### config.mk
export PLATFORM = sky130hd
export DESIGN_NAME = seq_divider
export DESIGN_NICKNAME = d
export VERILOG_FILES = /design/src/rtl/seq_divider_pkg.sv /design/src/rtl/seq_divider_trial_sub.sv /design/src/rtl/seq_divider.sv
export SDC_FILE = /design/constraint.sdc
export NUM_CORES = 1
export LEC_CHECK = 0
export CORE_ASPECT_RATIO = 1.75
export CORE_MARGIN = 2
export CORE_UTILIZATION = 44
export DETAILED_ROUTE_END_ITERATION = 6
export PLACE_DENSITY = 0.68
export REMOVE_ABC_BUFFERS = 1
export SETUP_SLACK_MARGIN = 0.5
export SLEW_MARGIN = 20
export SYNTH_ARGS = -nofsm -noshare
export SYNTH_HDL_FRONTEND = slang
export SYNTH_SLANG_ARGS = --single-unit
### constraint.sdc
create_clock -name clk -period 8.6 [get_ports clk]
set_clock_uncertainty 0.05 [all_clocks]
set_input_delay 1.72 -clock clk [delete_from_list [all_inputs] [get_ports clk]]
set_output_delay 1.72 -clock clk [all_outputs]
set_load 0.005 [all_outputs]
### src/rtl/seq_divider_pkg.sv
// rtl/seq_divider_pkg.sv - shared constants and FSM encoding for the sequential divider
package seq_divider_pkg;

    localparam int DEFAULT_WIDTH = 8;

    typedef enum logic [1:0] {
        ST_IDLE = 2'd0,
        ST_CALC = 2'd1,
        ST_DONE = 2'd2
    } state_t;

endpackage

### src/rtl/seq_divider_trial_sub.sv
// rtl/seq_divider_trial_sub.sv - ripple subtractor of 1-bit full-subtractor cells
module trial_sub #(
    parameter int W = 9
) (
    input  logic [W-1:0] minuend,
    input  logic [W-1:0] subtrahend,
    output logic [W-1:0] difference,
    output logic         borrow_out
);

    logic [W:0] w_borrow;

    assign w_borrow[0] = 1'b0;

    for (genvar i = 0; i < W; i++) begin : g_cell
        assign difference[i]  = minuend[i] ^ subtrahend[i] ^ w_borrow[i];
        assign w_borrow[i+1]  = (~minuend[i] & subtrahend[i])
                              | (~(minuend[i] ^ subtrahend[i]) & w_borrow[i]);
    end

    assign borrow_out = w_borrow[W];

endmodule

### src/rtl/seq_divider.sv
// rtl/seq_divider.sv - restoring radix-2 divider, one quotient bit per clock
module seq_divider
    import seq_divider_pkg::*;
#(
    parameter int WIDTH = DEFAULT_WIDTH
) (
    input  logic             clk,
    input  logic             rst_n,
    input  logic             start,
    input  logic [WIDTH-1:0] dividend,
    input  logic [WIDTH-1:0] divisor,
    output logic             ready,
    output logic             done,
    output logic [WIDTH-1:0] quotient,
    output logic [WIDTH-1:0] remainder,
    output logic             div_by_zero
);

    localparam int CW = $clog2(WIDTH + 1);

    state_t           r_state;
    logic [WIDTH-1:0] r_divisor;
    logic [WIDTH-1:0] r_dq;          // dividend bits shift out, quotient bits shift in
    logic [WIDTH:0]   r_rem;
    logic [CW-1:0]    r_cnt;
    logic             r_ready;
    logic             r_done;
    logic [WIDTH-1:0] r_quotient;
    logic [WIDTH-1:0] r_remainder;
    logic             r_dbz;

    logic [WIDTH:0]   w_shift;
    logic [WIDTH:0]   w_diff;
    logic             w_borrow;
    logic             w_keep;
    logic [WIDTH:0]   w_next_rem;
    logic [WIDTH-1:0] w_next_dq;
    logic             w_last;
    logic             w_zero;

    assign w_shift = {r_rem[WIDTH-1:0], r_dq[WIDTH-1]};

    trial_sub #(.W(WIDTH + 1)) u_trial_sub (
        .minuend    (w_shift),
        .subtrahend ({1'b0, r_divisor}),
        .difference (w_diff),
        .borrow_out (w_borrow)
    );

    // A set remainder MSB would be shifted out above the divisor's range, so it always fits.
    assign w_keep     = ~w_borrow | r_rem[WIDTH];
    assign w_next_rem = w_keep ? w_diff : w_shift;
    assign w_next_dq  = {r_dq[WIDTH-2:0], w_keep};
    assign w_last     = (r_cnt == CW'(WIDTH - 1));
    assign w_zero     = (r_divisor == '0);

    always_ff @(posedge clk) begin
        if (!rst_n) begin
            r_state     <= ST_IDLE;
            r_divisor   <= '0;
            r_dq        <= '0;
            r_rem       <= '0;
            r_cnt       <= '0;
            r_ready     <= 1'b1;
            r_done      <= 1'b0;
            r_quotient  <= '0;
            r_remainder <= '0;
            r_dbz       <= 1'b0;
        end else begin
            case (r_state)
                ST_IDLE: begin
                    r_done <= 1'b0;
                    if (start) begin
                        r_divisor <= divisor;
                        r_dq      <= dividend;
                        r_rem     <= '0;
                        r_cnt     <= '0;
                        r_ready   <= 1'b0;
                        r_state   <= ST_CALC;
                    end
                end
                ST_CALC: begin
                    if (w_zero) begin
                        r_quotient  <= '1;
                        r_remainder <= r_dq;
                        r_dbz       <= 1'b1;
                        r_done      <= 1'b1;
                        r_state     <= ST_DONE;
                    end else begin
                        r_rem <= w_next_rem;
                        r_dq  <= w_next_dq;
                        r_cnt <= r_cnt + CW'(1);
                        if (w_last) begin
                            r_quotient  <= w_next_dq;
                            r_remainder <= w_next_rem[WIDTH-1:0];
                            r_dbz       <= 1'b0;
                            r_done      <= 1'b1;
                            r_state     <= ST_DONE;
                        end
                    end
                end
                ST_DONE: begin
                    r_done  <= 1'b0;
                    r_ready <= 1'b1;
                    r_state <= ST_IDLE;
                end
                default: begin
                    r_done  <= 1'b0;
                    r_ready <= 1'b1;
                    r_state <= ST_IDLE;
                end
            endcase
        end
    end

    assign ready       = r_ready;
    assign done        = r_done;
    assign quotient    = r_quotient;
    assign remainder   = r_remainder;
    assign div_by_zero = r_dbz;

endmodule
-- Word level (Yosys, flattened, before mapping)
Cells that the tools add are included.
Widths: inputs -> output; s select.
- register bits after elaboration: 50
- output and inout bits: 19
- $add $sub $neg: 1
- muxes and demuxes: 24
- reductions and logical operators: 10
- bitwise gates (word level): 58
- equal/unequal tests: 5
- operators by type and width (cell ; number):
    $mux 8 ; 6
    $mux 9 ; 3
    $not 1->1 ; 18
    $pmux 9 s2 ; 1
    $and 1x1->1 ; 16
    $pmux 8 s2 ; 1
    $xor 1x1->1 ; 16
    $reduce_and 2->1 ; 5
    $logic_not 8->1 ; 1
    $mux 4 ; 2
    $or 1x1->1 ; 8
    $pmux 4 s2 ; 1
    $mux 2 ; 3
    $mux 1 ; 5
    $add 4x1->4 const B ; 1
    $eq 4x3->1 const B ; 1
    $ne 2x2->1 const B ; 2
    $pmux 2 s2 ; 1
    $reduce_bool 2->1 ; 2
    $ne 3x3->1 const B ; 1
    $reduce_and 3->1 ; 1
    $eq 2x1->1 const B ; 1
    $logic_not 2->1 ; 1
    $pmux 1 s2 ; 1

-- Depth between registers and ports, before layout
- word-level depth: 22
- mapped depth: 17

-- Hierarchy
Synthesis repeated with hierarchy kept, for this count alone.
- cells, all modules: 228
- area, all modules: 2357.3 µm²
- by module, submodules not included (module ; times used ; area an instance (µm²) ; cells an instance):
    seq_divider ; 1 ; 2109.5 ; 199
    trial_sub ; 1 ; 247.7 ; 29

-- Worst setup path before layout
No wires, ideal clock.
- path kind: register to register
- start point: register r_dq[7]
- end point: register r_remainder[1] (netlist: remainder[1])
- period minus slack after synthesis: 3900 ps
- path buffers: 1
- data required time: 8464 ps
- setup slack: 4700 ps
- stages on the path, launching flop included: 18
- arrival: 3765 ps
- cells stage by stage: dfxtp_1 > inv_1 > ha_1 > fa_1 > inv_1 > fa_1 > fa_1 > fa_1 > fa_1 > fa_1 > inv_1 > fa_1 > ha_1 > nand2b_1 > clkbuf_1 > mux2i_1 > mux2i_1 > a211oi_1
- cells in the longest elaborated chain, start to end: 22
- RTL lines (what ; line ; source):
    from (decl) ; seq_divider.sv:23 ; logic [WIDTH-1:0] r_dq;
    from (signal assigned) ; seq_divider.sv:75 ; r_dq <= dividend;
    from (signal assigned) ; seq_divider.sv:91 ; r_dq <= w_next_dq;
    $not 1->1 * ; seq_divider_trial_sub.sv:17 ; assign w_borrow[i+1] = (~minuend[i] & subtrahend[i])
    $and 1x1->1 * ; seq_divider_trial_sub.sv:17 ;
    $and 1x1->1 ; seq_divider_trial_sub.sv:18 ; | (~(minuend[i] ^ subtrahend[i]) & w_borrow[i]);
    $or 1x1->1 ; seq_divider_trial_sub.sv:18 ;
    $and 1x1->1 ; seq_divider_trial_sub.sv:18 ;
    $or 1x1->1 ; seq_divider_trial_sub.sv:18 ;
    $and 1x1->1 ; seq_divider_trial_sub.sv:18 ;
    $or 1x1->1 ; seq_divider_trial_sub.sv:18 ;
    (+6 left out) ; - ;
    $and 1x1->1 ; seq_divider_trial_sub.sv:18 ;
    $or 1x1->1 ; seq_divider_trial_sub.sv:18 ;
    $and 1x1->1 ; seq_divider_trial_sub.sv:18 ;
    $not 1->1 ; seq_divider.sv:51 ; assign w_keep = ~w_borrow | r_rem[WIDTH];
    $or 1x1->1 ; seq_divider.sv:51 ;
    $mux 9 * ; seq_divider.sv:52 ; assign w_next_rem = w_keep ? w_diff : w_shift;
    $mux 8 * ; seq_divider.sv:93 ; if (w_last) begin
    $mux 8 * ; seq_divider.sv:83 ; if (w_zero) begin
    to (signal assigned) ; seq_divider.sv:85 ; r_remainder <= r_dq;
    to (signal assigned) ; seq_divider.sv:95 ; r_remainder <= w_next_rem[WIDTH-1:0];
    to (decl) ; seq_divider.sv:29 ; logic [WIDTH-1:0] r_remainder;
Mark *: on every way between the ends. The rest lies on a longest branch, timed or not. The select of a mux whose other input is x is not followed.
A chain may end at the register's enable or synchronous reset.

-- Final worst setup path
- start point: register r_dq[7]
- end point: register r_remainder[0] (netlist: remainder[0])
- cells in the longest elaborated chain, start to end: 22
- RTL lines (what ; line):
    $not 1->1 ; seq_divider_trial_sub.sv:17
    $and 1x1->1 ; seq_divider_trial_sub.sv:17
    $and 1x1->1 ; seq_divider_trial_sub.sv:18
    $or 1x1->1 ; seq_divider_trial_sub.sv:18
    $and 1x1->1 ; seq_divider_trial_sub.sv:18
    $or 1x1->1 ; seq_divider_trial_sub.sv:18
    $and 1x1->1 ; seq_divider_trial_sub.sv:18
    $or 1x1->1 ; seq_divider_trial_sub.sv:18
    (+6 left out) ; -
    $and 1x1->1 ; seq_divider_trial_sub.sv:18
    $or 1x1->1 ; seq_divider_trial_sub.sv:18
    $and 1x1->1 ; seq_divider_trial_sub.sv:18
    $not 1->1 ; seq_divider.sv:51
    $or 1x1->1 ; seq_divider.sv:51
    $mux 9 * ; seq_divider.sv:52
    $mux 8 * ; seq_divider.sv:93
    $mux 8 * ; seq_divider.sv:83
Marks and branches as above.

==> results.md <==
- Async set-reset flop share out of synthesis: 0
- CP endpoint kind: register
- Crit path DAT: ~4.5 ns
- Hold endpoint: r_dq[7]
- Most common cell on crit path: fa_1
- Busiest layer in global routing: met2
- Max Slew Vio Count: 0
- Total global routing overflow: 0
- Max_cap viols: 0
- Vias per cell: around 6
- CTS resizes: 0
- Mapped cell area: 2320 um2
- Final hold viol count: 0
- Area growth, synth to finish: 20.4%
- IO Port Bufs: 37
- Core area: between 5000 and 6000 um2
- Cell Area, Placed: 2690 um2
- Failing checks: design-rule violations
- H-tree depth: 2
- DP Wirelength: 4040 um
- Top-Level Pins: 38
- Ant diodes: 0
- Critical Path Slowest Stage Cell: fa_1
- Post-synth top flop: dfxtp_1
- Reg2Reg Setup Slack: 4.22 ns
- Clock Tree Buf Depth: 2
- Worst Path Required: 8.75 ns
- Commonest cells post-synth: dfxtp_1 (50), a21oi_1 (19), nand2_1 (19)
- Count leader, synth: dfxtp_1
- Die width: 58.9 um
- Initial antenna violation count: 0
- CP peak stage delay: 0.39 ns
- Post-route ant nets: 0
- Hold Crit Class: reg -> reg
- Final net count: 293
- Gate Count Post-Synth: 233
- Rows: 35
- Crit-path cells: inv_1 > ha_1 > fa_1 > inv_1 > fa_1 > fa_1 > fa_1 > fa_1 > fa_1 > inv_1 > fa_1 > ha_1 > nand2b_1 > mux2i_1 > mux2_2 > o311a_1
- FF+latch count, synth: 50
- Fillers: 486
- # setup viols final: 0
- Yosys cell types: 38
- Die ar.: 5890 um2
- Root Driver: clkbuf_8
- M2 GR Usage: 0.357
- Ys Warns: 0
- Tcrit/Tclk final: 0.510
- Final instance area: 2800 um2
- Worst R2R Path Depth: 16
- Hold path start: r_dq[7]
- Die height: between 100 and 150 um
- Syn_area_per_cell: 9.96 um2
- Met1 usage: 0.226
- Post-layout min period: 4.38 ns
- Cell taking the most area after synthesis: dfxtp_1
- Unrepaired setup endpoints after global routing: false
- Pwr Density: between 200 and 250 nW/um2
- First-pass GRT wire length: 9090 um
- Critical path type: reg -> reg
- Worst slack, placed: between 4 and 5 ns
- Synth top area cells: dfxtp_1 (43%), mux2i_1 (6.9%), fa_1 (6.0%)
- Drt drc: 3
- Hold-fix buffers, CTS: 0
- Routed vias: 1,884
- Worst setup SP type: register
- WHS Path Cells: 1
- Total power: between 600 and 700 uW
- R2r startpoint: r_dq[7]
- Starting Density: 0.449
- CTS sink count: 50
- WL/cell: 17.1 um
- CTS tree: built
- Register area share after synthesis: 0.431
- Worst setup margin: 4.22 ns
- Vias in the first global route: approximately 1,900
- Outcome: finished with violations
- DRT Pass-1 Iters: 6
- Post-synth EDFFs: 0
- Max transition margin: 0.333
- Global Route Usage Sum: 0.203
- Worst skew pair latency: 0.30 ns
- Final TNS setup: 0 ns
- Crit path max fanout: 12
- Placed Cells: 312
- Pin count of the biggest net entering global routing: 23
- Non-Filler Instances: 320
- Inserted Clock Buffers: 5
- DRT Wirelength: between 5000 and 6000 um
- Layout cells sized above 1: 0.0981
- FF-to-FF End: remainder[0]
- GR Layer Usage met3: 0.0335
- GPL Wtd Cong: 0.914
- Highest Clock Rate: 228 MHz
- Worst Max-Slew Pin Slew: between 0.9 and 1 ns
- Leakage: 1.09 nW
- Max VDD drop: 148 uV
- Post-synth top area share: 0.431
- DRT iter0 DRCs: 53
- Post-CTS Repair Setup Buffers: 0
- Clock transition at path regs: approximately 0.09 ns
[sequential cells by signal, summed over array words and instances, names as in the netlist]
register / count
div_by_zero: 1
quotient: 8
r_divisor: 8
r_dq: 8
r_cnt: 4
done: 1
ready: 1
r_state: 2
remainder: 8
r_rem: 9
[cell usage in the layout (no fill, tap or decap), drive strengths merged]
master,instances
dfxtp,50
clkdlybuf4s50,37
nand2,19
a21oi,19
mux2i,16
inv,14
o21ai,12
o2bb2ai,11
nand3,9
o221a,8
fa,7
nor3,7
a21o,6
a22o,5
o211ai,5
clkbuf,5
nor2,5
mux2,4
nand3b,3
ha,3
or4,2
nand2b,2
and3,2
nor4,2
a211oi,2
clkinv,2
or3,1
nor2b,1
and3b,1
nand4,1
o311a,1
a211o,1
bufinv,1
buf,1
[where the power goes]
group | switching [mW] | leakage, nW | internal (mW)
Combinational | 0.100 | 0.627 | 0.0844
Sequential | 0.0186 | 0.408 | 0.254
Clock | 0.0792 | 0.0579 | 0.0857
[stage by stage]
stage	util	hold WS [ns]
after CTS	0.541	0.429
after global placement	0.519	0.396
final	0.541	0.433
after global routing	0.541	0.447
after detailed placement	0.520	0.403
after floorplan	-	0.382
[how the worst max path moves through the flow]
stage | from | endpoint | slack [ns]
final | r_dq[7] | remainder[0] | 4.22
after global routing | r_divisor[0] | remainder[0] | 4.02
after CTS | r_dq[7] | remainder[0] | 4.19
after detailed placement | r_dq[7] | remainder[0] | 4.19
after global placement | r_dq[7] | remainder[0] | 4.32
after floorplan | r_dq[7] | remainder[0] | 4.51
[per-layer routing]
layer | vias to the layer above | wire length, um
li1 | 909 | -
met1 | 908 | 2150
met2 | 50 | 2860
met3 | 17 | 215
met4 | 0 | 236
met5 | - | 0
[area by class of cell]
class                      count  area, um2  area share
tap                           55       68.8      0.0246
clock buffer                   5       68.8      0.0246
inverter                      14       52.6      0.0188
sequential                    50       1000       0.358
timing repair buffer          38        378       0.135
clock inverter                 3       40.0      0.0143
multi-input combinational    155       1190       0.424
[worst max-delay path, delay by kind of cell, from the launching register on]
family          cells  cell delay, ns
fa+ha+maj           9            2.56
mux                 2            0.52
simple gates        1            0.33
flops               1            0.32
compound gates      1            0.28
buf+inv             3            0.20
[logic make-up after synthesis]
family / Yosys count / synth area share
AOI/OAI and AO/OA: 70 / 0.225
adders and majority gates: 10 / 0.0765
buffers and inverters: 28 / 0.0598
DFF: 50 / 0.431
muxes: 20 / 0.0884
and+or+nand+nor: 55 / 0.119
Power figures use the tool's default switching activity.
